[src/rtl/uart_defs_pkg.sv]
// Definitions shared by the UART receive front end and the debug unit:
// receiver state encodings, command byte values and a baud divider helper.
package uart_defs;

   typedef enum logic [1:0] {
      RX_IDLE  = 2'b00,
      RX_START = 2'b01,
      RX_DATA  = 2'b10,
      RX_STOP  = 2'b11
   } rx_state_t;

   // Command bytes understood by the debug unit
   localparam logic [7:0] CMD_CONT = 8'h63;
   localparam logic [7:0] CMD_STEP = 8'h73;
   localparam logic [7:0] CMD_LOAD = 8'h64;
   localparam logic [7:0] CMD_NEXT = 8'h6E;

   function automatic int calc_tick_div(input int clk_freq, input int baud_rate, input int oversample);
      return clk_freq / (baud_rate * oversample);
   endfunction

endpackage

[src/rtl/uart_baud_tick.sv]
// Free-running oversampling tick generator: one-clock pulse every TICK_DIV clocks.
// Shared by the UART receiver and transmitter.
module uart_baud_tick #(
   parameter int TICK_DIV = 10
) (
   input  logic i_clk,
   input  logic i_reset,
   output logic o_tick
);

   localparam int CW = (TICK_DIV > 1) ? $clog2(TICK_DIV) : 1;
   localparam logic [CW-1:0] LAST = CW'(TICK_DIV - 1);

   logic [CW-1:0] count;

   always_ff @(posedge i_clk or posedge i_reset) begin
      if (i_reset) begin
         count <= '0;
      end else if (count == LAST) begin
         count <= '0;
      end else begin
         count <= count + 1'b1;
      end
   end

   assign o_tick = (count == LAST);

endmodule

[src/rtl/uart_rx_frontend.sv]
// 8N1 UART receiver with 16x oversampling; holds each byte and its ready flag
// until the debug unit requests a clear.
module uart_rx_frontend
   import uart_defs::*;
#(
   parameter int CLK_FREQ   = 100_000_000,
   parameter int BAUD_RATE  = 9600,
   parameter int OVERSAMPLE = 16,
   parameter int SIZE_TRAMA = 8
) (
   input  logic                  i_clk,
   input  logic                  i_reset,
   input  logic                  i_rx,
   input  logic                  i_rx_reset,
   output logic                  o_rx_flag_ready,
   output logic [SIZE_TRAMA-1:0] o_rx_data,
   output logic                  o_rx_frame_error,
   output logic                  o_rx_busy
);

   localparam int TICK_DIV = calc_tick_div(CLK_FREQ, BAUD_RATE, OVERSAMPLE);
   localparam int SW = $clog2(OVERSAMPLE);
   localparam int NW = (SIZE_TRAMA > 1) ? $clog2(SIZE_TRAMA) : 1;
   localparam logic [SW-1:0] S_HALF = SW'(OVERSAMPLE / 2 - 1);
   localparam logic [SW-1:0] S_LAST = SW'(OVERSAMPLE - 1);
   localparam logic [NW-1:0] N_LAST = NW'(SIZE_TRAMA - 1);

   logic                  tick;
   logic                  rx_meta;
   logic                  rx_s;

   rx_state_t             state, state_n;
   logic [SW-1:0]         s_cnt, s_cnt_n;
   logic [NW-1:0]         n_cnt, n_cnt_n;
   logic [SIZE_TRAMA-1:0] shreg, shreg_n;
   logic                  armed, armed_n;
   logic [SIZE_TRAMA-1:0] data_q, data_n;
   logic                  flag_q, flag_n;
   logic                  err_q, err_n;

   uart_baud_tick #(
      .TICK_DIV (TICK_DIV)
   ) u_baud_tick (
      .i_clk   (i_clk),
      .i_reset (i_reset),
      .o_tick  (tick)
   );

   // Two-flop synchronizer; resets to the idle line level so no false start appears.
   always_ff @(posedge i_clk or posedge i_reset) begin
      if (i_reset) begin
         rx_meta <= 1'b1;
         rx_s    <= 1'b1;
      end else begin
         rx_meta <= i_rx;
         rx_s    <= rx_meta;
      end
   end

   always_ff @(posedge i_clk or posedge i_reset) begin
      if (i_reset) begin
         state  <= RX_IDLE;
         s_cnt  <= '0;
         n_cnt  <= '0;
         shreg  <= '0;
         armed  <= 1'b0;
         data_q <= '0;
         flag_q <= 1'b0;
         err_q  <= 1'b0;
      end else begin
         state  <= state_n;
         s_cnt  <= s_cnt_n;
         n_cnt  <= n_cnt_n;
         shreg  <= shreg_n;
         armed  <= armed_n;
         data_q <= data_n;
         flag_q <= flag_n;
         err_q  <= err_n;
      end
   end

   // 'armed' records that the line was seen high in IDLE, so a held-low break
   // cannot retrigger a new frame. Clear requests are applied first so that a
   // stop-bit accept in the same clock overrides them.
   always_comb begin
      state_n = state;
      s_cnt_n = s_cnt;
      n_cnt_n = n_cnt;
      shreg_n = shreg;
      armed_n = armed;
      data_n  = data_q;
      flag_n  = flag_q;
      err_n   = err_q;

      if (i_rx_reset) begin
         flag_n = 1'b0;
         err_n  = 1'b0;
      end

      if (tick) begin
         case (state)
            RX_IDLE: begin
               if (rx_s) begin
                  armed_n = 1'b1;
               end else if (armed) begin
                  state_n = RX_START;
                  s_cnt_n = '0;
                  armed_n = 1'b0;
               end
            end
            RX_START: begin
               if (s_cnt == S_HALF) begin
                  s_cnt_n = '0;
                  if (!rx_s) begin
                     state_n = RX_DATA;
                     n_cnt_n = '0;
                  end else begin
                     state_n = RX_IDLE;
                     armed_n = 1'b1;
                  end
               end else begin
                  s_cnt_n = s_cnt + 1'b1;
               end
            end
            RX_DATA: begin
               if (s_cnt == S_LAST) begin
                  shreg_n = {rx_s, shreg[SIZE_TRAMA-1:1]};
                  s_cnt_n = '0;
                  if (n_cnt == N_LAST) begin
                     state_n = RX_STOP;
                  end else begin
                     n_cnt_n = n_cnt + 1'b1;
                  end
               end else begin
                  s_cnt_n = s_cnt + 1'b1;
               end
            end
            RX_STOP: begin
               if (s_cnt == S_LAST) begin
                  if (rx_s) begin
                     data_n = shreg;
                     flag_n = 1'b1;
                  end else begin
                     err_n = 1'b1;
                  end
                  state_n = RX_IDLE;
                  s_cnt_n = '0;
                  armed_n = rx_s;
               end else begin
                  s_cnt_n = s_cnt + 1'b1;
               end
            end
            default: begin
               state_n = RX_IDLE;
            end
         endcase
      end
   end

   assign o_rx_flag_ready  = flag_q;
   assign o_rx_data        = data_q;
   assign o_rx_frame_error = err_q;
   assign o_rx_busy        = (state != RX_IDLE);

endmodule
[config.mk]
export PLATFORM = sky130hd
export DESIGN_NAME = uart_rx_frontend
export DESIGN_NICKNAME = d
export VERILOG_FILES = /design/src/rtl/uart_defs_pkg.sv /design/src/rtl/uart_baud_tick.sv /design/src/rtl/uart_rx_frontend.sv
export SDC_FILE = /design/constraint.sdc
export NUM_CORES = 1
export LEC_CHECK = 0
export CORE_MARGIN = 5
export CORE_UTILIZATION = 47
export DETAILED_ROUTE_END_ITERATION = 10
export MAX_ROUTING_LAYER = met4
export PLACE_DENSITY = 0.76
export SETUP_SLACK_MARGIN = 0.05
export SKIP_LAST_GASP = 1
export SLEW_MARGIN = 20
export SYNTH_ARGS = -nofsm -noshare
export SYNTH_HDL_FRONTEND = slang
export SYNTH_SLANG_ARGS = --single-unit
export TNS_END_PERCENT = 100
[constraint.sdc]
create_clock -name i_clk -period 1.8 [get_ports i_clk]
set_input_delay 0.54 -clock i_clk [delete_from_list [all_inputs] [get_ports i_clk]]
set_output_delay 0.54 -clock i_clk [all_outputs]
set_load 0.02 [all_outputs]
==> run summary, run 1 <==
The relative max-transition margin is between 70% and 80%. The die is 72.8 µm tall. The share of the clock period used by the worst path after layout came out at 104%. The maximum fanout along the worst path came out at 8.

The horizontal die dimension came out at 72.8 µm. The count of flip-flops with a built-in enable after synthesis is 0. The number of setup violations in the final report came out at 11. The region available for standard cell placement spans roughly 3700 µm². After legalization and detailed placement, the total HPWL measured 2540 µm.

The max-slew violation count came to 0. Once layout is complete, the utilization of the core stands at 65.2%. Of the total synthesized cell area, the portion taken by full adders, half adders and majority gates is 3.38%. The count of synthesis-stage warnings from yosys came out at 0. The library cells used most frequently in the layout, excluding fill and tap cells, are 38 x sky130_fd_sc_hd__dfrtp_1, 19 x sky130_fd_sc_hd__buf_4, 14 x sky130_fd_sc_hd__nor2_1, 10 x sky130_fd_sc_hd__dlygate4sd2_1. The critical path in this run is classified as register to register.

The number of cells on the worst reg-to-reg path is 7. The fill cell total of the finished layout came out at 282. The number of DRC violations after detailed routing is 0.

The complex-gate fraction of the synthesized area is ~8.2%. The synthesized area came out at between 1500 and 2000 µm². The cell count of the worst hold path came out at 0. The average footprint of a synthesized cell came out at 11.9 µm². At the end of routability-driven placement, the weighted congestion stood at 0.954. After detailed routing, the average wire length per cell comes to about 16 µm. On the final layout, the worst clock skew is around 0.0037 ns.

The overall global routing resource usage is 17.1%. The antenna violation net count after detailed routing came out at 0. The xor/xnor cell area share of the yosys netlist came out at 4.26%. The clock transition at the registers of the reported paths is 0.08 ns.

Traced cell by cell, the critical path runs through inv_1 > ha_1 > nand4b_1 > nor4_4 > and3_4 > buf_12 > mux2_4. Clock tree synthesis selected as its root buffer the cell sky130_fd_sc_hd__clkbuf_8. Of the total synthesized cell area, the portion taken by AND, OR, NAND and NOR gates is 13.9%. At the pin with the least slew margin, the transition time is 0.348 ns. The count of antenna diodes in the layout is 0. The post-synthesis instance total came out at about 160. The initialized floorplan defines 22 standard-cell rows. The tool flagged a number of max-cap violations equal to 0.

The count of final hold-check violations came out at 0. The sequential area share after synthesis is a little over half. The area growth from synthesis to layout is 31.9%. The class of the worst hold path is register to register. The initial core utilization came out at 49.5%. IR analysis of the VDD net gives a maximum drop of 0.441 mV. The checks that failed: negative setup slack. Counting the buffers created by CTS gives 5. The number of different library cells in the post-synthesis netlist came out at 37. Global routing finished with a remaining overflow of 0. The clock net sink count came out at 40. The total I/O pin count came out at 15.

The share of flip-flops with an asynchronous set or reset came out at 100%. The highest cell delay on the worst timing path came out at 0.39 ns. The hold buffer count at CTS is 0.

By area the synthesized netlist is led by sky130_fd_sc_hd__dfrtp_1 51%, sky130_fd_sc_hd__mux2_2 11%, sky130_fd_sc_hd__ha_1 3.4%. The layout net count came out at 206. The number of DRC markers after the initial detailed-route iteration is 99.

The first detailed-routing pass ran for 5 iterations. The via count of the first global-routing pass came out at ~1.4k. The worst setup path is launched from a register. The biggest area contributor in the post-synthesis netlist is sky130_fd_sc_hd__dfrtp_1.

The analysis attributes to cell leakage a power of 1.23 nW. The total wirelength of the detailed-routed design is 3930 µm. The synthesized design devotes to its leading area cell type 51.4% of total area.

The combined buffer and inverter count along the critical path is 2. TritonCTS built the clock tree. The aggregate negative setup slack came out at -0.486 ns. The areal power density over the cells came out at 684 nW/µm². In this run the number of H-tree levels came out at 2. The library cell used most frequently in the layout, excluding fill and tap cells, is sky130_fd_sc_hd__dfrtp_1.

The number of register bits inferred by synthesis is 40. The routed via count came out at 1333. The total die area came out at 5300 µm².

In this run the number of cells on the critical path is 7. For this design, the slowest cell found on the critical path is sky130_fd_sc_hd__dfrtp_1. The average via count per standard cell came out at 5.42.

At the worst endpoint, the required time is 1.99 ns. The fraction of layout instances using a drive strength above 1 is 32.8%. The initial antenna violation count is 0. Entering global routing, the biggest net connects 41 pins. The global-route wire length before repair is 6760 µm.

The least setup slack across all paths after layout came out at -0.0640 ns. The clock latency at the later pin of the worst-skew pair is 0.30 ns. After synthesis, the share of cell area in mux cells is between 10 and 15%.

The longest clock path from root to sink contains 2 buffers. Synthesis produced a netlist with a net count of roughly 170. Static timing analysis puts the maximum clock frequency at around 540 MHz.

Setup repair after global routing could not meet its margin everywhere. The most instantiated flip-flop cell in the synthesis netlist is sky130_fd_sc_hd__dfrtp_1. The count of input and output buffers came out at 14. The combinational family with the most area after synthesis is simple AND/OR/NAND/NOR gates. Data on the critical path arrives at its endpoint at 2.05 ns. The run finished, with violations left.

The minimum clock period came out at 1.86 ns. Broken down by cell family, the worst path's largest delay share belongs to simple AND/OR/NAND/NOR gates. The endpoint type of the worst setup path is a register.
[layout make-up]
class                      count  area [µm²]  share of cell area [%]
clock buffer                   5        68.8                    2.82
tap                           48        60.1                    2.46
clock inverter                 3        42.5                    1.74
timing repair buffer          40         379                    15.5
inverter                       9        33.8                    1.38
multi-input combinational    101         855                    35.0
sequential                    40        1000                    41.1
[final timing paths]
kind	slack [ns]	from	end
min in group asynchronous	0.58	i_reset	u_baud_tick.count[3]
worst min register to register	0.36	rx_meta	rx_s
worst max-delay path	-0.06	u_baud_tick.count[0]	o_rx_data[7]
max in group asynchronous	0.96	i_reset	rx_meta
worst max register to register	-0.06	u_baud_tick.count[0]	o_rx_data[7]
worst min-delay path	0.36	rx_meta	rx_s
[synth_stat cells, types with 2 or more instances]
master	number
sky130_fd_sc_hd__mux2i_1	2
sky130_fd_sc_hd__and3_1	7
sky130_fd_sc_hd__o21ai_0	4
sky130_fd_sc_hd__nor2_1	14
sky130_fd_sc_hd__mux2_2	18
sky130_fd_sc_hd__dfrtp_1	38
sky130_fd_sc_hd__nand2_1	10
sky130_fd_sc_hd__inv_1	9
sky130_fd_sc_hd__xnor2_1	5
sky130_fd_sc_hd__buf_2	2
sky130_fd_sc_hd__dfstp_2	2
sky130_fd_sc_hd__a31oi_1	3
sky130_fd_sc_hd__ha_1	5
sky130_fd_sc_hd__nand2b_1	2
sky130_fd_sc_hd__a21oi_1	2
sky130_fd_sc_hd__a32o_1	2
sky130_fd_sc_hd__nor2b_1	3
sky130_fd_sc_hd__o2bb2ai_1	3
sky130_fd_sc_hd__xor2_1	4
sky130_fd_sc_hd__nand3_1	3
sky130_fd_sc_hd__buf_4	2
[metal layers]
layer | GRT usage, % | vias to the layer above | wire length (µm)
li1 | - | 624 | -
met1 | 20.5 | 656 | 1680
met4 | 7.99 | 0 | 87
met5 | - | - | 0
met2 | 26.0 | 42 | 1980
met3 | 5.51 | 11 | 188
[timing repair]
action,4_1_cts,5_1_grt
pin swaps,3,3
setup endpoints to repair,31,28
gates resized for setup,25,7
setup buffers,4,2
[logic make-up after synthesis]
logic type	after synthesis
mux	20
buf+inv	15
fa+ha+maj	5
xor+xnor	9
simple gates	46
compound gates	21
flops	40
[per-stage QoR]
stage | cells | instance area [µm²] | setup slack (ns) | hold WS (ns) | power, mW
after CTS | 244 | 2390 | -0.0639 | 0.358 | 1.69
after floorplan | 156 | 1870 | 0.0367 | 0.345 | 0.936
after global routing | 246 | 2440 | -0.143 | 0.361 | 1.73
final | 246 | 2440 | -0.0640 | 0.358 | 1.67
after detailed placement | 232 | 2200 | -0.0512 | 0.347 | 0.953
after global placement | 232 | 2200 | 0.00781 | 0.345 | 0.952
[sequential cells by signal (all words and copies together), names as in the netlist, named ones only]
register,count
u_baud_tick.count,10
o_rx_data,8
shreg,8
s_cnt,4
n_cnt,3
armed,1
o_rx_flag_ready,1
o_rx_frame_error,1
rx_meta,1
rx_s,1
state,1
[worst register-to-register path, delay by kind of cell (launching register included)]
kind,cells,cell delay (ns)
buffers and inverters,2,0.21
flip-flops,1,0.39
AND/OR/NAND/NOR,3,0.70
adder cells (fa/ha/maj),1,0.16
multiplexers,1,0.30
[report_power, final]
part	leakage (nW)	total (mW)	internal (mW)	switching (mW)
registers	0.538	0.904	0.902	0.00217
logic	0.636	0.0299	0.0110	0.0188
clock network	0.0541	0.738	0.410	0.328
(Power assumes the default switching activity.)
==> inputs of run 2 (changes only) <==
--- a/config.mk
+++ b/config.mk
@@ -11,7 +11,6 @@
 export MAX_ROUTING_LAYER = met4
 export PLACE_DENSITY = 0.76
 export SETUP_SLACK_MARGIN = 0.05
-export SKIP_LAST_GASP = 1
 export SLEW_MARGIN = 20
 export SYNTH_ARGS = -nofsm -noshare
 export SYNTH_HDL_FRONTEND = slang
==> run 2 against run 1 <==
- the run still ends with negative setup slack left
- hold slack is essentially flat
- count of clock-buffer cells in the layout did not move
- wire length shrank 0.53%
- sequential power barely moved
- sequential share of layout area up 0.13 points
- core utilization is 0.20 points lower
- highest routed layer unchanged
- sequential cell count unchanged
- worst setup slack worse by 0.0080 ns
- power shrank 0.20%
- non-clock buffer count unchanged
==> run summary, run 2 (synthesis gave the netlist of run 1 again) <==
The flow ran to the end, but the final reports show violations. The final reports fail on negative setup slack. The worst-case IR drop observed on VDD is 0.440 mV. Entering global routing, the biggest net connects between 40 and 50 pins. The first-pass detailed-route iteration total is 4.

The number of DRC markers after the initial detailed-route iteration is 89. Across all hold checks on the routed design, the worst slack comes to approximately 0.36 ns. In this run the static leakage power is 1.25 nW. The relative max-transition margin came out at 69.4%. For the worst setup path, the data required time is 1.99 ns. The total wirelength of the detailed-routed design came out at 3910 µm. The class of the worst hold path is register to register. The final weighted congestion in routability-driven placement is 0.954.

The worst reg2reg path startpoint is u_baud_tick.count[0]. The tree built by TritonCTS fans out to 40 sinks. STA puts the critical path data arrival time at 2.06 ns. The count of input and output buffers is 14. The number of DRC violations after detailed routing came out at 0. STA classifies the critical path startpoint as a register. The register-to-register setup slack is -0.07 ns. The count of final hold-check violations came out at 0.

The share of the clock period used by the worst path after layout is 104%. For this block, the via count after detailed routing is 1320. The max-slew violation count came out at 0.

The layout net count is 206. For this configuration, the core starts out at a cell density of 49.5%. In the final layout, the share of cells above drive strength 1 is between 30% and 40%. STA classifies the critical path endpoint as a register. The endpoint of the worst register-to-register path is o_rx_data[7]. The antenna violation net count after detailed routing is 0. Dividing the detail-routed via count by the number of cells gives 5.37. The cell chosen for the clock root is sky130_fd_sc_hd__clkbuf_8.

The total die area came out at about 5300 µm². The clock tree buffer depth came out at 2. The area growth from synthesis to layout came out at 31.5%. The area of the core came out at 3740 µm². The number of placed instances, taps included is 232. The setup path with the least slack is of type register to register. The overall global routing resource usage came out at approximately 17%. The first global-routing pass estimated ~7000 µm of wire.

The worst hold path terminates at rx_s. The number of clock buffers inserted by TritonCTS is 5. The remaining global-route overflow is 0. Pin placement for this block handled 15 I/O pins. Counting flops per register, the top entry is u_baud_tick.count.

The library cells used most frequently in the layout, excluding fill and tap cells, are 38 x sky130_fd_sc_hd__dfrtp_1, 20 x sky130_fd_sc_hd__buf_4, 14 x sky130_fd_sc_hd__nor2_1, 11 x sky130_fd_sc_hd__mux2_4, 10 x sky130_fd_sc_hd__dlygate4sd2_1. The register with the most flip-flops in the layout has 10 of them. The clock skew came out at 0.00338 ns. The library cell used most frequently in the layout, excluding fill and tap cells, is sky130_fd_sc_hd__dfrtp_1. The placement row count came out at 22.

The areal power density over the cells is around 700 nW/µm². The count of max-cap constraint violations is 0. The horizontal die dimension is 72.8 µm. The average wire length per cell after detail routing came out at 15.9 µm.

Once routing completed, OpenROAD measured the worst setup slack at -0.0720 ns. The via count of the first global-routing pass came out at 1411. The startpoint of the most critical hold path is rx_meta. The transition time of the tightest slew-check pin is 0.454 ns. The clock latency at the later pin of the worst-skew pair came out at 0.30 ns.

The floorplan die height came out at 72.8 µm. In this run the worst path has a maximum fanout of 8. The finished layout holds roughly 250 standard cells, fillers aside. Detailed placement finished with a half-perimeter wire length of 2540 µm. The minimum clock period is 1.87 ns. The number of antenna diodes in the final layout is 0. Along the worst hold path, the cell count comes to 0. After clock tree synthesis, the clock-pin slew on the worst setup and hold paths is roughly 0.070 ns.

The aggregate negative setup slack came out at -0.698 ns. Setup violations remaining at the end of the flow were counted as 18. The depth of the worst register-to-register path is 7. The timing-limited maximum frequency is between 500 and 600 MHz. TritonCTS built the clock tree. The maximum level of the CTS H-tree came out at 2. The initial antenna violation count came out at 0. Setup repair after global routing could not meet its margin everywhere.
## run 2: power breakdown
group / internal (mW) / total [mW] / leakage, nW / switching, mW
registers: 0.902 / 0.904 / 0.538 / 0.00208
logic: 0.0110 / 0.0298 / 0.657 / 0.0188
clock network: 0.410 / 0.735 / 0.0541 / 0.325
total: 1.32 / 1.67 / 1.25 / 0.346
## run 2: worst max-delay path, stage by stage (launching register included)
cell	delay, ns
sky130_fd_sc_hd__dfrtp_1	0.39
sky130_fd_sc_hd__inv_1	0.08
sky130_fd_sc_hd__ha_1	0.16
sky130_fd_sc_hd__nand4b_1	0.15
sky130_fd_sc_hd__nor4_4	0.28
sky130_fd_sc_hd__and3_4	0.26
sky130_fd_sc_hd__buf_12	0.14
sky130_fd_sc_hd__mux2_4	0.30
## run 2: metal layers
metal | part of all wire [%] | vias to the layer above | GRT usage [%]
met5 | 0 | - | -
met4 | 2.5 | 0 | 7.17
met3 | 4.7 | 15 | 5.23
met2 | 50 | 29 | 26.6
met1 | 43 | 653 | 21.3
li1 | - | 623 | -
## run 2: layout make-up
cell class                 count  area, µm²
timing repair buffer          40        367
sequential                    40       1000
clock buffer                   5       68.8
clock inverter                 3       42.5
multi-input combinational    101        860
fill                         286       1310
inverter                       9       33.8
tap                           48       60.1
## run 2: how the worst max path moves through the flow
stage                               startpoint           end  slack, ns  depth (start not counted)
after global routing      u_baud_tick.count[0]  o_rx_data[0]      -0.15                          7
after detailed placement  u_baud_tick.count[0]  o_rx_data[4]      -0.05                          7
after global placement    u_baud_tick.count[0]  o_rx_data[3]      0.008                          7
after floorplan           u_baud_tick.count[0]  o_rx_data[0]       0.04                          7
final                     u_baud_tick.count[0]  o_rx_data[7]      -0.07                          7
after CTS                 u_baud_tick.count[5]  o_rx_data[0]      -0.06                          5
## run 2: timing repair
item                       CTS  global route
setup endpoints to repair   31            28
pin swaps                    3             3
resized for setup           30             5
hold buffers                 0             0
buffers inserted             4             2
## run 2: per-stage QoR
stage	util, %	total power [mW]	worst slack, ns	cell area (µm²)
after floorplan	-	0.936	0.0367	1870
after global placement	58.9	0.952	0.00781	2200
after detailed placement	58.9	0.953	-0.0512	2200
after CTS	64.3	1.69	-0.0639	2410
after global routing	65.0	1.73	-0.153	2430
final	65.0	1.67	-0.0720	2430
